**src/rtl/mem_pkg.sv**
```systemverilog
// Shared encodings for the MEM stage: access widths, direction/sign flags,
// bus widths and the byte-serial sequencer state type.
package mem_pkg;

  localparam int RegBus     = 32;
  localparam int RegAddrBus = 5;

  localparam logic [1:0] Memory0bits  = 2'b00;
  localparam logic [1:0] Memory8bits  = 2'b01;
  localparam logic [1:0] Memory16bits = 2'b10;
  localparam logic [1:0] Memory32bits = 2'b11;

  localparam logic MemoryRead  = 1'b0;
  localparam logic MemoryWrite = 1'b1;

  localparam logic MemorySignedExtend   = 1'b1;
  localparam logic MemoryNoSignedExtend = 1'b0;

  localparam logic ForwardingEnable  = 1'b1;
  localparam logic ForwardingDisable = 1'b0;

  typedef enum logic [1:0] {
    MEM_IDLE = 2'd0,
    MEM_BUSY = 2'd1,
    MEM_DONE = 2'd2
  } mem_state_e;

  // Number of RAM bytes touched by one access of the given width.
  function automatic logic [2:0] n_bytes(input logic [1:0] wide);
    case (wide)
      Memory8bits:  n_bytes = 3'd1;
      Memory16bits: n_bytes = 3'd2;
      Memory32bits: n_bytes = 3'd4;
      default:      n_bytes = 3'd0;
    endcase
  endfunction

endpackage

```
**src/rtl/mem_load_ext.sv**
```systemverilog
// Sign/zero extension of an assembled little-endian load value to RegBus bits.
module mem_load_ext
  import mem_pkg::*;
(
  input  logic [1:0]        width,
  input  logic              sign_ext,
  input  logic [RegBus-1:0] raw,
  output logic [RegBus-1:0] ext
);

  always_comb begin
    ext = raw;
    case (width)
      Memory8bits:  ext = {{(RegBus-8){sign_ext & raw[7]}}, raw[7:0]};
      Memory16bits: ext = {{(RegBus-16){sign_ext & raw[15]}}, raw[15:0]};
      default:      ext = raw;
    endcase
  end

endmodule

```
**src/rtl/mem.sv**
```systemverilog
// MEM pipeline stage: turns one load/store into a byte-serial sequence on an
// 8-bit synchronous RAM and produces the writeback/forwarding triple.
module mem
  import mem_pkg::*;
#(
  parameter int ADDR_W = 32
) (
  input  logic                  clk,
  input  logic                  rst,
  input  logic                  we_i,
  input  logic [RegAddrBus-1:0] wd_i,
  input  logic [RegBus-1:0]     wdata_i,
  input  logic                  meme_i,
  input  logic                  memrw_i,
  input  logic                  memsigned_i,
  input  logic [1:0]            memwide_i,
  input  logic [ADDR_W-1:0]     memaddr_i,
  input  logic [RegBus-1:0]     memdata_i,
  input  logic [7:0]            mem_din_i,
  output logic [ADDR_W-1:0]     mem_a_o,
  output logic [7:0]            mem_dout_o,
  output logic                  mem_wr_o,
  output logic                  stall_req_o,
  output logic                  we_o,
  output logic [RegAddrBus-1:0] wd_o,
  output logic [RegBus-1:0]     wdata_o,
  output logic                  fwd_we_o,
  output logic [RegAddrBus-1:0] fwd_wd_o,
  output logic [RegBus-1:0]     fwd_wdata_o
);

  // Stall handshake: while stall_req_o=1 upstream holds every EX/MEM input
  // stable; the request is consumed on the first edge with stall_req_o=0.

  mem_state_e            state_q, state_d;
  logic [2:0]            cnt_q, cnt_d;
  logic                  lat_we;
  logic [RegAddrBus-1:0] lat_wd;
  logic                  lat_rw;
  logic                  lat_signed;
  logic [1:0]            lat_wide;
  logic [ADDR_W-1:0]     lat_addr;
  logic [RegBus-1:0]     lat_data;
  logic [RegBus-1:0]     asm_q;

  logic [2:0]            lat_n;
  logic [2:0]            lat_last;
  logic [1:0]            cap_idx;
  logic [RegBus-1:0]     ext_val;

  logic                  start;
  logic                  capture;
  logic                  stall;
  logic                  out_we;
  logic [RegAddrBus-1:0] out_wd;
  logic [RegBus-1:0]     out_wdata;
  logic [ADDR_W-1:0]     out_a;
  logic [7:0]            out_dout;
  logic                  out_wr;

  assign lat_n    = n_bytes(lat_wide);
  assign lat_last = lat_n - 3'd1;
  // RAM data lags its address by one cycle, so count k fills byte k-1.
  assign cap_idx  = 2'(cnt_q - 3'd1);

  mem_load_ext u_load_ext (
    .width    (lat_wide),
    .sign_ext (lat_signed),
    .raw      (asm_q),
    .ext      (ext_val)
  );

  always_ff @(posedge clk) begin
    if (rst) begin
      state_q    <= MEM_IDLE;
      cnt_q      <= 3'd0;
      lat_we     <= 1'b0;
      lat_wd     <= '0;
      lat_rw     <= MemoryRead;
      lat_signed <= MemoryNoSignedExtend;
      lat_wide   <= Memory0bits;
      lat_addr   <= '0;
      lat_data   <= '0;
      asm_q      <= '0;
    end else begin
      state_q <= state_d;
      cnt_q   <= cnt_d;
      if (start) begin
        lat_we     <= we_i;
        lat_wd     <= wd_i;
        lat_rw     <= memrw_i;
        lat_signed <= memsigned_i;
        lat_wide   <= memwide_i;
        lat_addr   <= memaddr_i;
        lat_data   <= memdata_i;
        asm_q      <= '0;
      end
      if (capture) begin
        asm_q[{cap_idx, 3'b000} +: 8] <= mem_din_i;
      end
    end
  end

  always_comb begin
    state_d   = state_q;
    cnt_d     = cnt_q;
    start     = 1'b0;
    capture   = 1'b0;
    stall     = 1'b0;
    out_we    = 1'b0;
    out_wd    = '0;
    out_wdata = '0;
    out_a     = '0;
    out_dout  = 8'h00;
    out_wr    = 1'b0;
    case (state_q)
      MEM_IDLE: begin
        // A zero-width request carries no memory work and passes through.
        if (meme_i && (memwide_i != Memory0bits)) begin
          start   = 1'b1;
          stall   = 1'b1;
          cnt_d   = 3'd0;
          state_d = MEM_BUSY;
        end else begin
          out_we    = we_i;
          out_wd    = wd_i;
          out_wdata = wdata_i;
        end
      end
      MEM_BUSY: begin
        stall = 1'b1;
        if (lat_rw == MemoryWrite) begin
          out_a    = lat_addr + ADDR_W'(cnt_q);
          out_wr   = 1'b1;
          out_dout = lat_data[{cnt_q[1:0], 3'b000} +: 8];
          if (cnt_q == lat_last) state_d = MEM_DONE;
          else                   cnt_d   = cnt_q + 3'd1;
        end else begin
          if (cnt_q < lat_n) out_a = lat_addr + ADDR_W'(cnt_q);
          if (cnt_q != 3'd0) capture = 1'b1;
          if (cnt_q == lat_n) state_d = MEM_DONE;
          else                cnt_d   = cnt_q + 3'd1;
        end
      end
      MEM_DONE: begin
        out_we    = lat_we;
        out_wd    = lat_wd;
        out_wdata = (lat_rw == MemoryRead) ? ext_val : '0;
        state_d   = MEM_IDLE;
      end
      default: state_d = MEM_IDLE;
    endcase
  end

  // Reset masks every output so no RAM write can fire while rst is high.
  assign stall_req_o = rst ? 1'b0 : stall;
  assign we_o        = rst ? 1'b0 : out_we;
  assign wd_o        = rst ? '0   : out_wd;
  assign wdata_o     = rst ? '0   : out_wdata;
  assign mem_a_o     = rst ? '0   : out_a;
  assign mem_dout_o  = rst ? 8'h00 : out_dout;
  assign mem_wr_o    = rst ? 1'b0 : out_wr;

  assign fwd_we_o    = we_o;
  assign fwd_wd_o    = wd_o;
  assign fwd_wdata_o = wdata_o;

endmodule

```
**config.mk**
```make
export PLATFORM = sky130hd
export DESIGN_NAME = mem
export DESIGN_NICKNAME = d
export VERILOG_FILES = /design/src/rtl/mem_pkg.sv /design/src/rtl/mem_load_ext.sv /design/src/rtl/mem.sv
export SDC_FILE = /design/constraint.sdc
export NUM_CORES = 1
export LEC_CHECK = 0
export BUFFER_PORTS_ARGS = -buffer_cell sky130_fd_sc_hd__buf_2
export CAP_MARGIN = 20
export CORE_AREA = 5 5 115 117
export CTS_BUF_LIST = sky130_fd_sc_hd__clkbuf_8
export DETAILED_ROUTE_END_ITERATION = 8
export DIE_AREA = 0 0 120 122
export GPL_ROUTABILITY_DRIVEN = 0
export PLACE_DENSITY = 0.87
export REMOVE_ABC_BUFFERS = 1
export SLEW_MARGIN = 25
export SYNTH_ARGS = -nofsm -noshare
export SYNTH_HDL_FRONTEND = slang
export SYNTH_HIERARCHICAL = 1
export SYNTH_SLANG_ARGS = --single-unit
```
**constraint.sdc**
```tcl
create_clock -name clk -period 5.3 [get_ports clk]
set_input_delay 1.06 -clock clk [delete_from_list [all_inputs] [get_ports clk]]
set_output_delay 1.06 -clock clk [all_outputs]
set_load 0.1 [all_outputs]
```
* Word level (Yosys, flattened, before mapping) *
Index checks and enable logic that the tools add are counted.

storage, ports and cells
  output and inout bits = 118
  memories = 0
  memory bits (writable) = 0
  word-level logic and storage cells = 83
  latch bits = 0
  register bits = 111
  input port bits = 117
  ROM bits = 0

cells by class
  add/subtract/negate cells = 5
  reductions and logical operators = 7
  bitwise operators = 2
  multipliers = 0
  mux-type cells = 43
  div/mod/pow operators = 0
  shift operators = 3
  equality and inequality tests = 12
  magnitude comparators = 1

operators by type and width
  operator                count
  $mux 32                 10
  $pmux 32 s2             2
  $add 32x3->32           1
  $bwmux 32               1
  $shift 8x7->32 const A  1
  $shiftx 32x6->8         1
  $shiftx 8x7->32         1
  $mux 8                  3
  $mux 3                  4
  $ne 3x3->1 const B      4
  $mux 1                  11
  $mux 5                  2
  $pmux 5 s2              1
  $pmux 3 s3              1
  $mux 2                  4
  $neg 5->7               1
  $eq 2x2->1 const B      3
  $eq 3x3->1              2
  $pmux 3 s2              1
  $eq 2x1->1 const B      2
  $pmux 1 s2              2
  $pmux 2 s2              1
  $reduce_and 4->1        1
  $reduce_bool 2->1       2
  10 further kinds        11

* Depth between registers and ports, before layout *
Gate-level depths: netlist of run 1.

  depth after elaboration = 8
  depth in mapped cells = 9

* Modules after synthesis *
The synthesis of run 1 kept the hierarchy.

by module, submodules not included
  module        cells an instance  area each (um2)  seq. area each (um2)  times used
  mem           812                6227.2           2222.1                1
  mem_load_ext  62                 380.4            0.0                   1

* Worst setup path after synthesis of run 1 *
OpenSTA, ideal clock, no wires.

  kind = reg2out
  from = register cnt_q[1]
  to = output port mem_a_o[22]
  stages on the path, launching flop included = 9
  setup slack = 0.307 ns
  buffers on the path = 2
  arrival = 3.933 ns
  cells stage by stage = dfxtp_1 > clkbuf_1 > inv_1 > fa_1 > nor2b_1 > o2111ai_1 > clkbuf_1 > or4_1 > a21oi_1

between the ends
  longest elaborated chain between the ends = 5
  elaborated cells on any way between the ends = 6

ends and longest elaborated chain
  element                                      line                    RTL
  start: declaration                           mem.sv:36               logic [2:0] cnt_q, cnt_d;
  start signal: assignment                     mem.sv:87               cnt_q <= cnt_d;
  $add 32x3->32 or $lt 3x3->1 (tied branches)  mem.sv:133, mem.sv:139
  $mux 32                                      mem.sv:139              if (cnt_q < lat_n) out_a = lat_addr + ADDR_W'(cnt_q);
  $mux 32 (*)                                  mem.sv:132              if (lat_rw == MemoryWrite) begin
  $mux 32 (*)                                  mem.sv:116              case (state_q)
  $mux 32 (*)                                  mem.sv:160              assign mem_a_o = rst ? '0 : out_a;
  end: declaration                             mem.sv:20               output logic [ADDR_W-1:0] mem_a_o,

Mark *: on every way between the ends. The rest lies on a longest branch, timed or not.

* Worst setup path after layout of run 1 *
  from = register cnt_q[1]
  to = output port mem_a_o[18]

Same word-level chain as after synthesis.

==> flow_metrics.tcl, run 1 <==
set metrics [dict create \
    die_height_um 122 \
    timing.slew.headroom_pct 44.2 \
    cap_violations 0 \
    synthesis.instances 874 \
    fillerInstances 1125 \
    routed_wl_mm 18.0 \
    end_kind "output pin" \
    finalSetupViolCount 0 \
    die_area_mm2 0.0146 \
    grt_max_degree 74 \
    layout_min_cycle_time_ns 4.42 \
    fmax_mhz 226 \
    leakage_uw 0.00335 \
    post-route-period-util_pct 83.4 \
    io_buffers 234 \
    pwr_density_cell_mw_per_mm2 271 \
    h-tree-depth 3 \
    finalWorstSetupSlack_ns 0.878 \
    ys_seq_area_share_pct 33.6 \
    synth.avg_cell_area_um2 7.56 \
    ios 235 \
    start_util_pct 53.9 \
    fin_skew_ns 0.0122 \
    tightest_slew_ns 0.826 \
    cp.arrival_ns 3.36 \
    insertedDiodeCount 0 \
    start_kind "flop" \
    antenna_found_initial 1 \
    coreArea_mm2 0.0123 \
    synthArstFlopShare_pct 0 \
    cts_tree "done" \
    path_clk_slew_ns 0.11 \
    grt-ovfl-total 0 \
    slew_viol_final 0 \
    syn_area_mm2 0.00661 \
    placementRows 41 \
    rsz0062_at_grt "false" \
    status "finished, final reports clean" \
    drcViolationCount 0 \
    clock-root-buffer "clkbuf_8" \
    hpwlAfterDp_mm 13.0 \
    cts_hold_buf 0 \
    clk-insertion-delay-late_ns 0.37 \
    die_w_um 120 \
    seq_area_mm2 0.00222 \
    drtPass1Iterations 5 \
    cts.sinks 111 \
    syn_to_final_growth_pct 18.5 \
    wire_per_inst_um 15.3 \
    cts_buffers 9 \
    avgViaCountPerCell 5.68 \
    synth_cell_type_count 55 \
    hold_class "flop to flop" \
    postRouteAntennaNets 0 \
    hold_viol 0 \
    grt_pass1_vias 6131 \
    via_count 6695 \
    clk_path_buf_depth 2 \
    ir_drop_mv 0.208 \
    multi_input_comb_area_mm2 0.00373 \
    grt_pass1_wl_mm 28.7 \
    setup_tns_ns 0 \
    post-place-ws_ns 1.20 \
    ys_warn_count 6 \
    track_usage_pct 23.3 \
    critical_path_class "flop to output pin" \
    cp_max_fo 20 \
    final_layout_size_suffix_gt1_share_pct 27.9 \
    synth-seq-cells 111 \
    synth_top_flop_cell "dfxtp_1" \
    worstPathRequired_ns 4.24 \
    cts_resized 0 \
    postCtsSetupRepairBufs 0 \
    drtIter0Drc 634 \
    fin_nets 1159 \
    synth_edf_count 0 \
]
synth_stat cells (2+ instances only):
library cell | number | area (um2)
nand2_1 | 183 | 687
dfxtp_1 | 111 | 2220
a21oi_1 | 99 | 495
nor2_1 | 75 | 282
clkbuf_1 | 49 | 184
buf_4 | 47 | 353
a22oi_1 | 32 | 240
a32oi_1 | 32 | 280
nand3_1 | 21 | 105
ha_1 | 18 | 225
inv_1 | 18 | 67.6
o21ai_1 | 17 | 85.1
nor2b_1 | 13 | 81.3
and3_1 | 12 | 75.1
nand3b_1 | 11 | 82.6
o31ai_1 | 11 | 82.6
or4_1 | 10 | 75.1
a21o_1 | 9 | 67.6
nor4_1 | 9 | 56.3
xor2_1 | 9 | 78.8
mux4_2 | 8 | 180
mux2i_1 | 7 | 70.1
buf_1 | 6 | 22.5
buf_2 | 6 | 30.0
nor3_1 | 6 | 30.0
o21ai_0 | 6 | 30.0
or3_1 | 5 | 31.3
nand2b_1 | 4 | 25.0
o211ai_1 | 4 | 30.0
and4_1 | 3 | 26.3
buf_6 | 3 | 33.8
nand4_1 | 3 | 18.8
nand4b_1 | 2 | 17.5
nor3b_1 | 2 | 15.0
o2111ai_1 | 2 | 17.5
or2_2 | 2 | 12.5
metal layers:
| layer | global-route usage, % | share of wire [%] | wire, um |
|---|---|---|---|
| met1 | 30.6 | 44 | 7840 |
| met2 | 40.3 | 49 | 8810 |
| met3 | 3.76 | 6.0 | 1090 |
| met4 | 5.73 | 1.4 | 245 |
| met5 | 0 | 0.072 | 13 |
cell type report:
cell class	instances	area share [%]
Inverter	18	0.863
Clock buffer	11	1.93
Sequential cell	111	28.4
Clock inverter	5	0.943
Multi-Input combinational cell	634	47.6
Tap cell	150	2.40
Timing Repair Buffer	249	17.9
layout by cell type, fill, tap and decap left out, types with 2 or more instances in the layout:
cell	synthesis	layout
or4_1	10	10
dfxtp_1	111	111
buf_12	0	8
or2_2	2	2
a32oi_1	32	32
mux2i_1	7	7
nor4_1	9	8
a21oi_1	99	99
nand4_1	3	3
xor2_1	9	9
a21o_1	9	9
inv_1	18	18
nand2b_1	4	4
ha_1	18	18
clkbuf_8	0	11
buf_2	6	227
o31ai_1	11	11
nand4b_1	2	2
nor2_1	75	75
a22oi_1	32	32
o21ai_1	17	17
nor2b_1	13	13
nand2_1	183	183
and3_1	12	12
o21ai_0	6	6
o2111ai_1	2	2
buf_4	47	14
nor3_1	6	4
and4_1	3	3
o211ai_1	4	4
nand3_1	21	21
or3_1	5	4
nand3b_1	11	11
nor3_2	0	2
mux4_2	8	8
stage by stage:
stage                     utilization, %  cells  total power [uW]  instance area (um2)  hold WS [ns]
after floorplan                        -    763              1420                 5980         0.427
after global placement              61.6   1160              1570                 7560         0.440
after detailed placement            62.0   1162              1590                 7600         0.446
after CTS                           63.9   1178              2130                 7830         0.461
after global routing                63.9   1178              2210                 7830         0.477
final                               63.9   1178              2120                 7830         0.459
power by group:
part	switching (uW)	total (uW)	internal [uW]
clock	294	547	254
combinational	501	656	155
sequential	41.3	917	876
worst paths after layout:
| path | slack [ns] | from | cells after the start | to |
|---|---|---|---|---|
| hold / removal | 0.46 | lat_data[16]$_SDFFE_PP0P_ | 2 | lat_data[16]$_SDFFE_PP0P_ |
| setup / recovery | 0.88 | cnt_q[1]$_SDFFE_PP0P_ | 8 | mem_a_o[18] |
| setup reg to reg | 2.88 | cnt_q[0]$_SDFFE_PP0P_ | 6 | cnt_q[2]$_SDFFE_PP0P_ |
| hold reg to reg | 0.46 | lat_data[16]$_SDFFE_PP0P_ | 2 | lat_data[16]$_SDFFE_PP0P_ |
flip-flops by register name, summed over array words and instances (netlist names):
signal / count
lat_data: 32
state_q: 2
asm_q: 32
lat_addr: 32
lat_wide: 2
lat_we: 1
lat_signed: 1
cnt_q: 3
lat_wd: 5
lat_rw: 1
cell families after synthesis:
kind of cell               share of synthesized area (%)
and+or+nand+nor                                     25.7
AOI/OAI and AO/OA                                   21.4
buffers and inverters                               10.5
DFF                                                 33.6
adders and majority gates                           3.71
muxes                                               3.79
xor gates and xnor gates                            1.33
worst max-delay path, stage by stage (launching register included):
cell and delay [ns]:
dfxtp_1 0.53, inv_1 0.20, fa_1 0.47, nor2b_1 0.35, o2111ai_1 0.15, buf_4 0.21, or4_1 0.47, a21oi_1 0.15
buf_2 0.46
(Power assumes the default switching activity.)
==> run 2, diff against run 1 <==
--- a/config.mk
+++ b/config.mk
@@ -7,12 +7,12 @@
 export LEC_CHECK = 0
 export BUFFER_PORTS_ARGS = -buffer_cell sky130_fd_sc_hd__buf_2
 export CAP_MARGIN = 20
-export CORE_AREA = 5 5 115 117
+export CORE_AREA = 5 5 125 127
 export CTS_BUF_LIST = sky130_fd_sc_hd__clkbuf_8
 export DETAILED_ROUTE_END_ITERATION = 8
-export DIE_AREA = 0 0 120 122
+export DIE_AREA = 0 0 130 132
 export GPL_ROUTABILITY_DRIVEN = 0
-export PLACE_DENSITY = 0.87
+export PLACE_DENSITY = 0.78
 export REMOVE_ABC_BUFFERS = 1
 export SLEW_MARGIN = 25
 export SYNTH_ARGS = -nofsm -noshare
==> constraint.sdc (replaced) <==
create_clock -name clk -period 4 [get_ports clk]
set_input_delay 0.8 -clock clk [delete_from_list [all_inputs] [get_ports clk]]
set_output_delay 0.8 -clock clk [all_outputs]
set_load 0.1 [all_outputs]
==> run 2 against run 1 <==
Compared with the run above: sequential share of layout area fell by 1.4 points; register-to-register slack got worse by 1.3 ns; clock power rose by 23%; clock-buffer cell count is 2 lower; routed wire length grew 5.6%; final area up 5.3%; final cell count rose by 3.1%; critical path type unchanged; hold slack better by 0.0011 ns.
==> flow_metrics.tcl, run 2 (same netlist as run 1, synthesis figures left out) <==
set metrics [dict create \
    timing.slew.headroom_pct 45.2 \
    reg2reg_slack_ns 1.57 \
    cts_buffers 9 \
    cp_max_fo 16 \
    fin_area_mm2 0.00825 \
    grt-ovfl-total 0 \
    holdWs_ns 0.460 \
    antenna_found_initial 0 \
    ir_drop_mv 0.307 \
    top_regs "asm_q (32), lat_addr (32), lat_data (32)" \
    seq_area_mm2 0.00222 \
    clk-insertion-delay-late_ns 0.39 \
    p_total_uw 2760 \
    rsz0062_at_grt "false" \
    cts_tree "done" \
    start_kind "flop" \
    insertedDiodeCount 0 \
    critical_path_class "flop to output pin" \
    start_util_pct 46.2 \
    instances_no_fill 1214 \
    hold_viol 0 \
    routed_wl_mm 19.0 \
    leakage_uw 0.00342 \
    multi_input_comb_area_mm2 0.00374 \
    fillerInstances 1374 \
    die_area_mm2 0.0172 \
    pwr_density_cell_mw_per_mm2 335 \
    placed_area_mm2 0.00804 \
    final_layout_size_suffix_gt1_share_pct 28.3 \
    post-route-period-util_pct 94.5 \
    coreArea_mm2 0.0143 \
    finalSetupViolCount 0 \
    cts.sinks 111 \
    placementRows 44 \
    worstPathRequired_ns 3.20 \
    finalWorstSetupSlack_ns 0.220 \
    fin_skew_ns 0.00785 \
    wl_met1_mm 8.14 \
    grt_pass1_wl_mm 30.7 \
    die_height_um 132 \
    slew_viol_final 0 \
    postRouteAntennaNets 0 \
    cap_violations 0 \
    layout_min_cycle_time_ns 3.78 \
    postCtsSetupRepairBufs 0 \
    dr_wl_met3_mm 1.11 \
    clk_path_buf_depth 2 \
    dp.cells 1198 \
    fin_nets 1161 \
    clock-root-buffer "clkbuf_8" \
    cp.arrival_ns 2.98 \
    drtIter0Drc 501 \
    tightest_slew_ns 0.811 \
    final_common_cell "buf_2" \
    syn_to_final_growth_pct 24.8 \
    wl_met2_mm 9.44 \
    avgViaCountPerCell 5.56 \
    hold_class "flop to flop" \
    track_usage_pct 21.6 \
    h-tree-depth 3 \
    end_kind "output pin" \
    post-place-ws_ns 0.436 \
    hpwlAfterDp_mm 13.9 \
    fmax_mhz 265 \
    die_w_um 130 \
    path_clk_slew_ns 0.11 \
    routed.top_layer "met4" \
    ios 235 \
    status "finished, final reports clean" \
    io_buffers 234 \
    layout.cells.most_common_list "201 x buf_2, 182 x nand2_1, 111 x dfxtp_1" \
    drcViolationCount 0 \
    wire_per_inst_um 15.7 \
    grt_pass1_vias 6308 \
    via_count 6750 \
    drtPass1Iterations 5 \
    grt_max_degree 66 \
]
run 2: path summary, 6_finish.rpt:
check                                          startpoint                         to  cells after the start
worst min-delay path            lat_data[22]$_SDFFE_PP0P_  lat_data[22]$_SDFFE_PP0P_                      2
worst min register to register  lat_data[22]$_SDFFE_PP0P_  lat_data[22]$_SDFFE_PP0P_                      2
worst max register to register      cnt_q[0]$_SDFFE_PP0P_      cnt_q[2]$_SDFFE_PP0P_                      6
worst max-delay path                cnt_q[2]$_SDFFE_PP0P_                mem_a_o[17]                      6
run 2: routing by layer:
layer,GRT usage (%),vias up
li1,-,3332
met1,28.0,3200
met2,36.6,197
met3,3.93,21
met4,5.89,0
met5,0,-
run 2: final cells by class:
| cell class | count | share of cell area [%] |
|---|---|---|
| clock inverters | 7 | 0.880 |
| repair buffers | 251 | 21.8 |
| multi-input cells | 634 | 45.3 |
| inverters | 18 | 0.819 |
| flip-flops and latches | 111 | 26.9 |
| clock buffers | 9 | 1.50 |
| well taps | 184 | 2.79 |
run 2: what timing repair did:
action	CTS	global route
setup endpoints to repair	1	11
hold buffers	0	0
gates resized for setup	1	2
run 2: worst max-delay path, cell delays in order (launching register included):
cell	delay [ns]
dfxtp_1	0.52
ha_1	0.38
o211a_1	0.27
nand3_2	0.30
or4_2	0.63
a21oi_1	0.27
buf_12	0.21
run 2: where the power goes:
| group | switching, uW | leakage (uW) | internal (uW) | total (uW) |
|---|---|---|---|---|
| Clock | 428 | 0.000102 | 248 | 675 |
| Sequential | 51.8 | 0.000904 | 1160 | 1210 |
| Combinational | 667 | 0.00241 | 209 | 876 |
| Total | 1150 | 0.00342 | 1620 | 2760 |
run 2: per-stage QoR:
stage | util (%) | setup TNS (ns)
4_1_cts | 57.6 | 0
3_3_place_gp | 56.1 | 0
5_1_grt | 57.6 | 0
6_report | 57.6 | 0
2_1_floorplan | - | -252.00
3_5_place_dp | 56.2 | 0
==> run 3, diff against run 2 <==
--- a/config.mk
+++ b/config.mk
@@ -5,13 +5,15 @@
 export SDC_FILE = /design/constraint.sdc
 export NUM_CORES = 1
 export LEC_CHECK = 0
+export ABC_AREA = 1
 export BUFFER_PORTS_ARGS = -buffer_cell sky130_fd_sc_hd__buf_2
 export CAP_MARGIN = 20
-export CORE_AREA = 5 5 125 127
+export CORE_AREA = 2 2 126 128
 export CTS_BUF_LIST = sky130_fd_sc_hd__clkbuf_8
 export DETAILED_ROUTE_END_ITERATION = 8
-export DIE_AREA = 0 0 130 132
+export DIE_AREA = 0 0 128 130
 export GPL_ROUTABILITY_DRIVEN = 0
+export GPL_TIMING_DRIVEN = 0
 export PLACE_DENSITY = 0.78
 export REMOVE_ABC_BUFFERS = 1
 export SLEW_MARGIN = 25
==> run 3 against run 2 <==
Compared with the run above: non-clock buffer count is 12 lower; worst setup slack better by 0.021 ns; routed wire length is 7.1% higher; total power grew 17%; register-to-register slack lost 0.04 ns; fmax grew 0.56%; die area down 3.0%; final cell count increased by 21%; clock skew up 0.015 ns; clock power grew 3.7%; sequential power is 6% higher; clock-buffer cell count stayed put; largest power group unchanged.
==> flow_metrics.tcl, run 3 <==
set metrics [dict create \
    synth.mux.area_fraction_pct 0 \
    fin_nets 1403 \
    ir_drop_mv 0.230 \
    postRouteAntennaNets 0 \
    top_regs "asm_q (32), lat_addr (32), lat_data (32)" \
    grt-ovfl-total 0 \
    cts_tree "done" \
    antenna_found_initial 0 \
    swShare_pct 47.2 \
    yosysMostFrequentCell "nand2_1" \
    hpwlAfterDp_mm 14.1 \
    clk-insertion-delay-late_ns 0.41 \
    io_buffers 234 \
    clk_path_buf_depth 2 \
    power_frac_comb_pct 39.1 \
    synth_compound_area_share_pct 18.2 \
    synthTopCellsByCount "261 x nand2_1, 181 x a21oi_1, 116 x nor2_1" \
    synthSimpleGateAreaFrac_pct 32.9 \
    grt_use_met1_pct 30.4 \
    cp.arrival_ns 2.96 \
    final_common_cell "nand2_1" \
    seqPwrFrac_pct 39.3 \
    drcViolationCount 0 \
    layout.cells.most_common_list "261 x nand2_1, 219 x buf_2, 181 x a21oi_1" \
    cts_buffers 9 \
    clkPwrFrac_pct 21.6 \
    grt_pass1_vias 6548 \
    timing.slew.headroom_pct 47.8 \
    synth_fa_ha_area_share_pct 3.42 \
    h-tree-depth 3 \
    leakage_uw 0.00372 \
    ys_warn_count 6 \
    synth-seq-cells 111 \
    busiest_layer "met2" \
    drtIter0Drc 721 \
    crit_start "rst" \
    crit_chain "buf_6, buf_16, inv_6, nand2_1, a21oi_4, nand2_1, nor2_1, buf_2" \
    worstPathRequired_ns 3.20 \
    synth.avg_cell_area_um2 6.38 \
    synth_top_flop_cell "dfxtp_1" \
    slew_viol_final 0 \
    synthTopCellsByArea "dfxtp_1 31%, nand2_1 14%, a21oi_1 13%" \
    end_kind "output pin" \
    hold_viol 0 \
    status "finished, final reports clean" \
    synth_cell_type_count 34 \
    tightest_slew_ns 0.781 \
    critPathMaxStageDelay_ns 0.46 \
    reg2regPathDepth 6 \
    synth_top_area_share_pct 31.0 \
    path_clk_slew_ns 0.12 \
    r2r_end "lat_addr[21]$_SDFFE_PP0P_" \
    met3_usage_pct 4.55 \
    pwr_density_cell_mw_per_mm2 390 \
    synthXorXnorAreaFrac_pct 0.489 \
    synthArstFlopShare_pct 0 \
    switchingPower_uw 1530 \
    hold_class "flop to flop" \
    die_area_mm2 0.0166 \
    p_int_uw 1710 \
    cpLargestDelayFamily "buffers and inverters" \
    start_util_pct 46.4 \
    cpMaxStageDelayCell "buf_2" \
    fin_skew_ns 0.0228 \
    post-route-period-util_pct 94.0 \
    yosys.area.top_type "dfxtp_1" \
    critical_path_class "input port to output pin" \
    fmax_mhz 266 \
    final_layout_size_suffix_gt1_share_pct 23.8 \
    ios 235 \
    syn_area_mm2 0.00716 \
    avgViaCountPerCell 5.27 \
    finalSetupViolCount 0 \
    worstSetupEndpoint "mem_a_o[29]" \
    ys_seq_area_share_pct 31.0 \
    grt_pass1_wl_mm 30.8 \
    cp_max_fo 75 \
    path_common_cell "nand2_1" \
    finalWorstSetupSlack_ns 0.241 \
    synthesis.instances 1123 \
    cts_hold_buf 0 \
    worstReg2RegStart "state_q[0]$_SDFFE_PP0P_" \
    via_count 7714 \
    insertedDiodeCount 0 \
    grt_max_degree 76 \
    fillerInstances 1564 \
    synth_top_family_by_area "simple AND/OR/NAND/NOR gates" \
    wire_per_inst_um 13.9 \
    placementRows 46 \
    critPathBufInv 4 \
    cts.sinks 111 \
    crit_cells 8 \
    die_height_um 130 \
    cap_violations 0 \
    routed_wl_mm 20.3 \
    track_usage_pct 22.9 \
    post-place-ws_ns -0.365 \
    coreArea_mm2 0.0154 \
    use_met2_pct 37.6 \
    clock-root-buffer "clkbuf_8" \
    syn_to_final_growth_pct 16.2 \
    die_w_um 128 \
    reg2reg_slack_ns 1.53 \
    layout_min_cycle_time_ns 3.76 \
    setup_tns_ns 0 \
    start_kind "input port" \
    synth_edf_count 0 \
    drtPass1Iterations 6 \
]
## run 3: cell types whose count changed in the layout (fill, tap and decap cells not counted), moves of 39 or more
cell     previous run  this run
inv_1              18        77
nand3_1            20       107
nor2_1             75       114
o21ai_0             6        68
nand2_1           182       261
a21oi_1            99       181
## run 3: worst min-delay path by stage
stage	startpoint	to	cells after the start
2_1_floorplan	lat_data[10]$_SDFFE_PP0P_	lat_data[10]$_SDFFE_PP0P_	2
3_3_place_gp	lat_data[17]$_SDFFE_PP0P_	lat_data[17]$_SDFFE_PP0P_	2
3_5_place_dp	lat_data[12]$_SDFFE_PP0P_	lat_data[12]$_SDFFE_PP0P_	2
4_1_cts	lat_data[12]$_SDFFE_PP0P_	lat_data[12]$_SDFFE_PP0P_	2
5_1_grt	lat_data[11]$_SDFFE_PP0P_	lat_data[11]$_SDFFE_PP0P_	2
6_report	lat_data[12]$_SDFFE_PP0P_	lat_data[12]$_SDFFE_PP0P_	2
## run 3: what timing repair did
item	CTS	global route
pin swaps	0	1
gates resized for setup	13	16
endpoints found under the setup margin	40	75
buffers inserted	0	1
gates cloned	0	2
## run 3: worst reg2reg max path: cells and delay by family, from the launching register on
kind | cells | cell delay (ns)
AO/OA/AOI/OAI | 1 | 0.18
flip-flops | 1 | 0.42
AND/OR/NAND/NOR | 3 | 0.83
buffers and inverters | 2 | 0.97
## run 3: logic make-up (layout without fill, tap and decap cells)
family          Yosys count  count (layout)
compound gates          256             258
xor+xnor                  4               4
fa+ha+maj                19              19
buf+inv                 195             342
flops                   111             111
simple gates            538             538
## run 3: power groups by stage
stage                     sequential [uW]  clock (uW)  combinational [uW]
after floorplan                      1270           0                 942
after global placement               1300           0                1200
after detailed placement             1300           0                1240
after CTS                            1280         711                1240
after global routing                 1290         753                1370
final                                1280         700                1270
## run 3: layout make-up
| type | count | area, um2 | share of cell area [%] |
|---|---|---|---|
| Clock buffer | 9 | 124 | 1.49 |
| Clock inverter | 7 | 73.8 | 0.887 |
| Inverter | 87 | 335 | 4.03 |
| Multi-Input combinational cell | 819 | 4000 | 48.1 |
| Sequential cell | 111 | 2230 | 26.8 |
| Tap cell | 192 | 240 | 2.89 |
| Timing Repair Buffer | 239 | 1320 | 15.8 |
## run 3: stage by stage
step	instance area, um2	utilization (%)	hold slack, ns	std cells	total power (uW)
after floorplan	6490	-	0.432	1015	2220
final	8320	53.9	0.462	1464	3240
after global routing	8320	53.9	0.487	1464	3410
after CTS	8250	53.5	0.463	1461	3230
after detailed placement	8020	52.0	0.446	1445	2530
after global placement	7900	51.2	0.440	1441	2490
## run 3: routing by layer
layer  vias to the layer above  wire, um  part of all wire, %
li1                       3911         -                    -
met1                      3429      9060                   45
met2                       343      9410                   46
met3                        31      1570                  7.7
met4                         0       305                  1.5
met5                         -         0                    0
